File: src/rtl/countdown_timer_pkg.sv
// Shared constants for the countdown timer: default sizing and FSM state codes.
package timer_pkg;

    localparam int unsigned DEF_WIDTH     = 8;
    localparam int unsigned DEF_PRESC_W   = 25;
    localparam int unsigned DEF_PRESC_DIV = 2**24;

    localparam int unsigned STATE_W = 2;

    typedef logic [STATE_W-1:0] state_t;

    localparam logic [1:0] ST_IDLE  = 2'd0;
    localparam logic [1:0] ST_RUN   = 2'd1;
    localparam logic [1:0] ST_PAUSE = 2'd2;
    localparam logic [1:0] ST_DONE  = 2'd3;

endpackage

File: src/rtl/countdown_timer_if.sv
// Control/status bundle between a timer and the agent that loads, starts and pauses it.
interface countdown_timer_if #(
    parameter int unsigned WIDTH = 8
);
    logic             load_valid;
    logic             load_ready;
    logic [WIDTH-1:0] load_val;
    logic             start;
    logic             pause;
    logic             auto_reload;
    logic [WIDTH-1:0] count;
    logic             running;
    logic             tc_pulse;
    logic             done;

    modport master (
        output load_valid, load_val, start, pause, auto_reload,
        input  load_ready, count, running, tc_pulse, done
    );

    modport slave (
        input  load_valid, load_val, start, pause, auto_reload,
        output load_ready, count, running, tc_pulse, done
    );
endinterface

File: src/rtl/countdown_timer_tick_prescaler.sv
// One-cycle tick enable every PRESC_DIV enabled cycles; replaces a divided clock.
module tick_prescaler #(
    parameter int unsigned PRESC_W   = 25,
    parameter int unsigned PRESC_DIV = 2**24
) (
    input  logic clk,
    input  logic rst,
    input  logic en,
    input  logic clr,
    output logic tick
);
    localparam logic [PRESC_W-1:0] LAST = PRESC_W'(PRESC_DIV - 1);

    logic [PRESC_W-1:0] presc_q;

    assign tick = en && (presc_q == LAST);

    // Phase counter: cleared on request, advances only while enabled, holds otherwise.
    always_ff @(posedge clk) begin
        if (!rst) begin
            presc_q <= '0;
        end else if (clr) begin
            presc_q <= '0;
        end else if (en) begin
            presc_q <= tick ? '0 : presc_q + PRESC_W'(1);
        end
    end
endmodule

File: src/rtl/countdown_timer.sv
// Loadable down-counter with pause and auto-reload, stepped by a prescaler tick.
module countdown_timer
    import timer_pkg::*;
#(
    parameter int unsigned WIDTH     = DEF_WIDTH,
    parameter int unsigned PRESC_W   = DEF_PRESC_W,
    parameter int unsigned PRESC_DIV = DEF_PRESC_DIV
) (
    input  logic              clk,
    input  logic              rst,
    countdown_timer_if.slave  bus
);
    state_t           state_q, state_nxt;
    logic [WIDTH-1:0] count_q, count_nxt;
    logic [WIDTH-1:0] reload_q, reload_nxt;
    logic             tc_q, tc_nxt;
    logic             running_q, done_q;
    logic             load_ready_c;
    logic             load_acc_c;
    logic             presc_en_c;
    logic             presc_clr_c;
    logic             tick_c;

    assign load_ready_c = (state_q == ST_IDLE) || (state_q == ST_DONE);
    assign load_acc_c   = bus.load_valid && load_ready_c;
    assign presc_en_c   = (state_q == ST_RUN) && !bus.pause;
    assign presc_clr_c  = (state_q == ST_IDLE) || (state_q == ST_DONE);

    tick_prescaler #(
        .PRESC_W   (PRESC_W),
        .PRESC_DIV (PRESC_DIV)
    ) u_presc (
        .clk  (clk),
        .rst  (rst),
        .en   (presc_en_c),
        .clr  (presc_clr_c),
        .tick (tick_c)
    );

    // Next state, next count/reload and terminal-count pulse.
    always_comb begin
        state_nxt  = state_q;
        count_nxt  = count_q;
        reload_nxt = reload_q;
        tc_nxt     = 1'b0;
        case (state_q)
            ST_IDLE: begin
                if (load_acc_c) begin
                    count_nxt  = bus.load_val;
                    reload_nxt = bus.load_val;
                end else if (bus.start) begin
                    if (count_q != '0) begin
                        state_nxt = ST_RUN;
                    end else begin
                        state_nxt = ST_DONE;
                        tc_nxt    = 1'b1;
                    end
                end
            end
            ST_RUN: begin
                if (bus.pause) begin
                    state_nxt = ST_PAUSE;
                end else if (tick_c) begin
                    if (count_q > WIDTH'(1)) begin
                        count_nxt = count_q - WIDTH'(1);
                    end else begin
                        tc_nxt = 1'b1;
                        if (bus.auto_reload) begin
                            count_nxt = reload_q;
                        end else begin
                            count_nxt = '0;
                            state_nxt = ST_DONE;
                        end
                    end
                end
            end
            ST_PAUSE: begin
                if (!bus.pause) begin
                    state_nxt = ST_RUN;
                end
            end
            ST_DONE: begin
                if (load_acc_c) begin
                    count_nxt  = bus.load_val;
                    reload_nxt = bus.load_val;
                    state_nxt  = ST_IDLE;
                end else if (bus.start) begin
                    count_nxt = reload_q;
                    if (reload_q != '0) begin
                        state_nxt = ST_RUN;
                    end else begin
                        tc_nxt = 1'b1;
                    end
                end
            end
            default: begin
                state_nxt = ST_IDLE;
            end
        endcase
    end

    // State, datapath and registered status outputs.
    always_ff @(posedge clk) begin
        if (!rst) begin
            state_q   <= ST_IDLE;
            count_q   <= '0;
            reload_q  <= '0;
            tc_q      <= 1'b0;
            running_q <= 1'b0;
            done_q    <= 1'b0;
        end else begin
            state_q   <= state_nxt;
            count_q   <= count_nxt;
            reload_q  <= reload_nxt;
            tc_q      <= tc_nxt;
            running_q <= (state_nxt == ST_RUN) || (state_nxt == ST_PAUSE);
            done_q    <= (state_nxt == ST_DONE);
        end
    end

    assign bus.load_ready = load_ready_c;
    assign bus.count      = count_q;
    assign bus.running    = running_q;
    assign bus.tc_pulse   = tc_q;
    assign bus.done       = done_q;
endmodule

File: src/flat_wrapper.sv
// flat-port wrapper written by rule: the top's interface ports become plain ports
module countdown_timer_flat import timer_pkg::*;
#(
    parameter int unsigned WIDTH     = DEF_WIDTH,
    parameter int unsigned PRESC_W   = DEF_PRESC_W,
    parameter int unsigned PRESC_DIV = DEF_PRESC_DIV
)
  (clk, rst, bus_load_valid, bus_load_val, bus_start, bus_pause, bus_auto_reload, bus_load_ready, bus_count, bus_running, bus_tc_pulse, bus_done);
  countdown_timer_if #(.WIDTH(WIDTH)) bus_i ();
  input  logic clk;
  input  logic rst;
  input wire logic [$bits(bus_i.load_valid)-1:0] bus_load_valid;
  input wire logic [$bits(bus_i.load_val)-1:0] bus_load_val;
  input wire logic [$bits(bus_i.start)-1:0] bus_start;
  input wire logic [$bits(bus_i.pause)-1:0] bus_pause;
  input wire logic [$bits(bus_i.auto_reload)-1:0] bus_auto_reload;
  output wire logic [$bits(bus_i.load_ready)-1:0] bus_load_ready;
  output wire logic [$bits(bus_i.count)-1:0] bus_count;
  output wire logic [$bits(bus_i.running)-1:0] bus_running;
  output wire logic [$bits(bus_i.tc_pulse)-1:0] bus_tc_pulse;
  output wire logic [$bits(bus_i.done)-1:0] bus_done;
  assign bus_i.load_valid = bus_load_valid;
  assign bus_i.load_val = bus_load_val;
  assign bus_i.start = bus_start;
  assign bus_i.pause = bus_pause;
  assign bus_i.auto_reload = bus_auto_reload;
  assign bus_load_ready = bus_i.load_ready;
  assign bus_count = bus_i.count;
  assign bus_running = bus_i.running;
  assign bus_tc_pulse = bus_i.tc_pulse;
  assign bus_done = bus_i.done;
  countdown_timer #(.WIDTH(WIDTH), .PRESC_W(PRESC_W), .PRESC_DIV(PRESC_DIV)) u_core (.clk(clk), .rst(rst), .bus(bus_i));
endmodule
File: config.mk
export PLATFORM = sky130hd
export DESIGN_NAME = countdown_timer_flat
export DESIGN_NICKNAME = d
export VERILOG_FILES = /design/src/rtl/countdown_timer_pkg.sv /design/src/rtl/countdown_timer_if.sv /design/src/rtl/countdown_timer_tick_prescaler.sv /design/src/rtl/countdown_timer.sv /design/src/flat_wrapper.sv
export SDC_FILE = /design/constraint.sdc
export NUM_CORES = 1
export LEC_CHECK = 0
export ABC_AREA = 1
export BUFFER_PORTS_ARGS = -buffer_cell sky130_fd_sc_hd__clkbuf_2
export CORE_MARGIN = 1
export CORE_UTILIZATION = 45
export CTS_CLUSTER_SIZE = 16
export DETAILED_ROUTE_END_ITERATION = 7
export GPL_TIMING_DRIVEN = 0
export PLACE_DENSITY_LB_ADDON = 0.2
export SLEW_MARGIN = 40
export SYNTH_ARGS = -nofsm -noshare
export SYNTH_HDL_FRONTEND = slang
export SYNTH_SLANG_ARGS = --single-unit
File: constraint.sdc
create_clock -name clk -period 1.9 [get_ports clk]
set_input_delay 0.285 -clock clk [delete_from_list [all_inputs] [get_ports clk]]
set_output_delay 0.285 -clock clk [all_outputs]
set_load 0.005 [all_outputs]
==> results of run 1 <==
## final cells by class
| class | count | area, µm² | area share (%) |
|---|---|---|---|
| plain buffers | 6 | 51.3 | 1.60 |
| clock inverters | 2 | 37.5 | 1.17 |
| clock buffers | 6 | 72.6 | 2.27 |
| multi-input cells | 298 | 1620 | 50.8 |
| repair buffers | 34 | 193 | 6.03 |
| well taps | 72 | 90.1 | 2.82 |
| flip-flops and latches | 46 | 935 | 29.2 |
| inverters | 50 | 195 | 6.11 |
## synthesized netlist by cell type, drive strengths merged, types with 5 or more instances
library cell | instances | share of area, %
a21oi | 14 | 2.6
buf | 6 | 1.3
dfxtp | 46 | 34
ha | 9 | 4.2
inv | 48 | 6.7
nand2 | 94 | 14
nand3 | 26 | 5.1
nand4 | 5 | 1.2
nor2 | 77 | 12
nor3 | 11 | 2.8
o211ai | 7 | 2.0
o21ai | 33 | 6.2
xnor2 | 5 | 1.6
xor2 | 7 | 2.3
## power groups by stage
stage,sequential [mW],clock (mW),combinational [mW]
floorplan,1.26,0,1.66
global placement,1.28,0,2.18
detailed placement,1.29,0,2.21
CTS,1.29,0.759,2.40
global route,1.32,0.806,2.88
finish,1.30,0.757,2.57
## critical path, cell delays in order, from the launching register on
cell and delay, ns:
dfxtp_4 0.39, buf_4 0.12, ha_1 0.20, clkinv_2 0.17, nor2_4 0.17, o21ai_0 0.10, nand2_1 0.07, nand2_1 0.05
nand3_1 0.08, nand2_1 0.07, inv_1 0.06, ha_1 0.21, nand2_1 0.06, inv_1 0.03
## per-layer routing
layer / global-route usage, % / part of all wire, %
met1: 26.6 / 50
met2: 36.5 / 46
met3: 3.68 / 3.5
met4: 5.45 / 1.2
met5: 0 / 0
## final timing paths
path / end / start / slack, ns
hold reg to reg: u_core.u_presc.presc_q[0]$_SDFFE_PP0P_ / u_core.u_presc.presc_q[0]$_SDFFE_PP0P_ / 0.47
setup / recovery: u_core.bus.running$_SDFF_PN0_ / u_core.state_q[1]$_SDFF_PN0_ / 0.02
hold / removal: u_core.reload_q[7]$_SDFFE_PN0P_ / bus_load_val[7] / 0.25
setup reg to reg: u_core.bus.running$_SDFF_PN0_ / u_core.state_q[1]$_SDFF_PN0_ / 0.02
## kinds of logic after synthesis
group	after synthesis	synth area share [%]
buf+inv	56	8.34
simple gates	218	36.5
fa+ha+maj	9	4.22
xor+xnor	12	3.94
flops	46	34.5
compound gates	59	12.5
## cells in the final DEF, fill, tap and decap left out, drive strengths merged, types with 5 or more instances in the layout
| master | instances |
|---|---|
| a21oi | 14 |
| buf | 15 |
| clkbuf | 31 |
| dfxtp | 46 |
| ha | 9 |
| inv | 47 |
| nand2 | 94 |
| nand3 | 26 |
| nand4 | 5 |
| nor2 | 77 |
| nor3 | 11 |
| o211ai | 7 |
| o21ai | 33 |
| xnor2 | 5 |
| xor2 | 7 |
## registers in the layout (all words and copies together), names as in the netlist
register and flops:
u_core.bus.done 1, u_core.state_q 2, u_core.bus.count 8, u_core.bus.tc_pulse 1, u_core.reload_q 8, u_core.u_presc.presc_q 25
u_core.bus.running 1
## what timing repair did
action / 4_1_cts / 5_1_grt
resized for setup: 17 / 24
buffers inserted: 4 / 5
pin swaps: 3 / 6
gates cloned: 0 / 0
endpoints found under the hold margin: 0 / 0
setup endpoints to repair: 18 / 19
==> run metrics, run 1 <==
Final Core Density=57.0%; vias in the first global route=2,396; PD cells=1450 mW/mm²; DRT Pass-1 Iters=4; synthesized instance count=400; EDFF count, synth=0; PortBufs=25; Worst Reg-to-Reg Cells=13; worst setup path class=register to register; RSZ-0062 raised after global routing=true; CTS Root Cell=clkbuf_8; Area growth, synth to finish=19.7%; Crit path arrival time=2.08 ns; first-pass GRT wire length=10,500 µm; clock share of power=16.3%; Final period util=98.8%; outcome=finished clean; Net Sw Power=2.07 mW; Final Critical Period=1.88 ns; Ant. Diodes=0; skew final=0.0148 ns; Unique masters post-synth=32; DRT iter0 DRCs=137; Worst EP required=2.10 ns; static leakage=1.30 nW; sequential element share of the synthesized area=34.5%; Initial Utilization=47.6%; placed cell area=0.00290 mm²; Yosys warnings=0; Synthesized Nets=423; H-tree levels=2; Hold Slack=0.246 ns; worst skew pair latency=0.31 ns; Routed Antenna Nets=0; VDD IR max=712 µV; TritonCTS Buffers=5; setup violators final=0; remaining global-route overflow=0; final instance area=0.00320 mm²; startpoint types=register; Worst Hold Class=input pin to register; Design Power=4.63 mW; CP max FO=9; max-cap viol count=0; asr flop ratio synth=0%; Routed WL=6300 µm; vias=2,577; per-cell routed wire length=12.3 µm; Setup crit end kind=register; final net count=464; register bit count reported by yosys=46; GRT Total Usage=21.0%; Hold Crit Depth=3; syn_area_per_cell=6.68 µm²; Switching Fraction=44.7%; Worst-Margin Slew=0.541 ns; antenna violations before repair=0; CORE AREA=0.00561 mm²; maximum clock rate=532 MHz; GP Congestion=0.875; DRC=0; Slew Viols, Final=0; row count=27; clk slew on worst S/H paths=0.10 ns; CTS sink cnt=46; fill count=553; Gate power share=55.6%; placed cell count=497; layout cell share with drive strength beyond 1=23.1%; Top FF cell, synth=dfxtp_1; Final Non-Filler Cells=514; Die Wd=79.0 µm; register share of total power=28.0%; largest net degree at the start of global routing=15; Mapped Area=0.00267 mm²; slew margin rel.=63.8%; height of the die=79.0 µm; Int Pwr=2.56 mW; setup_tns=0 ns; clk buf depth=2; setup slack after placement=-0.174 ns; via/cell ratio=5.01; CTS tree=built; HPWL after detailed placement=4660 µm; final hold vios=0; setup ws final=0.0220 ns; # hold bufs at CTS=0; # IOs=26; die area=0.00625 mm²
Note: power is estimated with default switching activity, not from simulation.
==> run 2: changes to the inputs <==
--- a/config.mk
+++ b/config.mk
@@ -6,7 +6,7 @@
 export NUM_CORES = 1
 export LEC_CHECK = 0
 export ABC_AREA = 1
-export BUFFER_PORTS_ARGS = -buffer_cell sky130_fd_sc_hd__clkbuf_2
+export BUFFER_PORTS_ARGS = -buffer_cell sky130_fd_sc_hd__buf_2
 export CORE_MARGIN = 1
 export CORE_UTILIZATION = 45
 export CTS_CLUSTER_SIZE = 16
==> run 2 against run 1 <==
  * The run now ends with negative setup slack left
  * Sequential power about the same
  * Via count rose by 3.8%
  * Combinational power is 8.6% higher
  * Critical path depth is 2 higher
  * Maximum frequency shrank 2.5%
  * Total power is 1.9% higher
  * Wire length increased by 1.9%
  * Largest power group unchanged
==> run metrics, run 2 (synthesis gave the netlist of run 1 again) <==
CP max stage delay=0.38 ns (about the same); Routed Antenna Nets=0 (unchanged); placed cell area=0.00290 mm² (unchanged); clk buf depth=2 (unchanged); Final period util=101% (+2.5 points); static leakage=1.39 nW (+7.3%); setup violators final=1 (+1); Crit path arrival time=2.14 ns (+0.06 ns); die area=0.00625 mm² (unchanged); clk slew on worst S/H paths=0.09 ns (about the same); worst setup path class=register to register; Hold Slack=0.248 ns (+0.00266 ns); DRT Pass-1 Iters=4 (unchanged); Switching Fraction=44.4% (-0.25 points); Worst path most repeated cell=nand2_1; r2r endpoint=u_core.bus.running$_SDFF_PN0_; Design Power=4.72 mW (+1.9%); RSZ-0062 raised after global routing=true; GRT Total Usage=20.7% (-0.22 points); outcome=finished, violations left; DRC=0 (unchanged); most frequent cells in the layout=83 x nand2_1, 65 x nor2_1, 40 x dfxtp_1; Worst-Margin Slew=0.642 ns (+0.101 ns); PortBufs=25 (unchanged); hold path start=bus_load_val[3]; Die Wd=79.0 µm (unchanged); clock share of power=13.2% (-3.1 points); Net Sw Power=2.10 mW (+1.3%); register share of total power=27.5% (-0.5 points); maximum clock rate=519 MHz (-2.5%); Worst Reg-to-Reg Cells=15 (+2); setup ws final=-0.0254 ns (-0.0475 ns); HPWL after detailed placement=4700 µm (+0.87%); Initial Utilization=47.6% (unchanged); R2R setup slack=-0.03 ns (-0.05 ns); first-pass GRT wire length=10,400 µm (-0.40%); Worst EP required=2.11 ns (about the same); Routed WL=6420 µm (+1.9%); CP max FO=6 (-3); Final Critical Period=1.93 ns (+0.0475 ns); layout cell share with drive strength beyond 1=25.1% (+2.0 points); largest net degree at the start of global routing=14 (-1); final instance area=0.00328 mm² (+2.7%); Final Non-Filler Cells=522 (+1.6%); # IOs=26 (unchanged); Area growth, synth to finish=23.0%; final net count=472 (+1.7%); via/cell ratio=5.13 (+2.3%); H-tree levels=2 (unchanged); most common cell after layout, fill and taps aside=nand2_1; worst skew pair latency=0.30 ns (about the same); startpoint types=register; PD cells=1440 mW/mm² (-0.82%); setup slack after placement=-0.190 ns (-0.0167 ns); max-cap viol count=0 (unchanged); most flop-heavy register=u_core.u_presc.presc_q; final hold vios=0 (unchanged); height of the die=79.0 µm (unchanged); skew final=0.00961 ns (-0.00519 ns); Gate power share=59.3% (+3.7 points); vias=2,676 (+3.8%); TritonCTS Buffers=5 (unchanged); CTS sink cnt=46 (unchanged); worst path cell trace=inv_4 -> ha_4 -> nand2_8 -> nor2_4 -> nand3_2 -> nor2_2 -> nand4_1 -> nand2_1 -> nand2_1 -> nand3_1 -> nand2_1 -> inv_1 -> ha_1 -> nand2_1 -> inv_1; Slew Viols, Final=0 (unchanged); vias in the first global route=2,427 (+1.3%); CORE AREA=0.00561 mm² (unchanged); Worst Hold Class=input pin to register; antenna violations before repair=0 (unchanged); Critical R2R Launch=u_core.state_q[1]$_SDFF_PN0_; slew margin rel.=57.0% (-6.8 points); CTS tree=built; VDD IR max=798 µV (+12%); remaining global-route overflow=0 (unchanged); max reg flops=25 (unchanged); per-cell routed wire length=12.3 µm (+0.33%); Crit-path slowest cell=dfxtp_4; Int Pwr=2.62 mW (+2.4%); Ant. Diodes=0 (unchanged); Hold Crit Depth=3 (unchanged); hold endpoint=u_core.reload_q[3]$_SDFFE_PN0P_; failing checks=negative setup slack; Setup crit end kind=register; row count=27 (unchanged); CTS Root Cell=clkbuf_8; GP Congestion=0.882 (+0.85%); placed cell count=497 (unchanged); # hold bufs at CTS=0 (unchanged); DRT iter0 DRCs=105 (-23%)
-- run 2: worst max-delay path: cells and delay by family, from the launching register on --
kind | cells | cell delay, ns
fa+ha+maj | 2 | 0.38
simple gates | 10 | 0.89
flops | 1 | 0.38
buf+inv | 3 | 0.18
-- run 2: timing repair --
action	in CTS	in global routing
setup buffers	1	14
hold endpoints to repair	0	0
resized for setup	18	34
pin swaps	2	13
cloned	0	2
setup endpoints to repair	19	18
-- run 2: final cells by class --
class	instances	area, µm²
Sequential cell	46	933
Buffer	6	55.1
Tap cell	72	90.1
Inverter	50	203
Fill cell	554	2320
Clock inverter	1	5.00
Multi-Input combinational cell	298	1640
Clock buffer	7	86.3
Timing Repair Buffer	42	277
-- run 2: per-stage QoR --
stage               utilization [%]  TNS (ns)
global route                   58.6    -0.490
global placement               51.7     -1.67
detailed placement             51.7     -1.79
floorplan                         -         0
finish                         58.6   -0.0254
CTS                            54.5   -0.0148
-- run 2: power groups by stage --
stage	Sequential, mW	Combinational, mW	Clock (mW)
after floorplan	1.26	1.66	0
final	1.30	2.79	0.625
after detailed placement	1.28	2.21	0
after global placement	1.28	2.18	0
after global routing	1.31	3.10	0.681
after CTS	1.28	2.38	0.643
-- run 2: worst max-delay path by stage --
stage / endpoint / slack (ns) / start / cells past startpoint
after CTS: u_core.bus.running$_SDFF_PN0_ / -0.01 / u_core.bus.count[0]$_SDFFE_PN0P_ / 13
after floorplan: u_core.bus.running$_SDFF_PN0_ / 0.01 / u_core.state_q[1]$_SDFF_PN0_ / 13
after global placement: u_core.bus.running$_SDFF_PN0_ / -0.17 / u_core.state_q[1]$_SDFF_PN0_ / 13
after global routing: u_core.bus.running$_SDFF_PN0_ / -0.16 / u_core.state_q[1]$_SDFF_PN0_ / 15
after detailed placement: u_core.bus.running$_SDFF_PN0_ / -0.19 / u_core.state_q[1]$_SDFF_PN0_ / 15
final: u_core.bus.running$_SDFF_PN0_ / -0.03 / u_core.state_q[1]$_SDFF_PN0_ / 15
-- run 2: metal layers --
metal  vias up  share of wire (%)  global-route usage, %
li1       1383                  -                      -
met1      1242                 47                   26.0
met2        43                 49                   35.6
met3         8                3.1                   3.68
met4         0               0.83                   6.91
met5         -                  0                      0
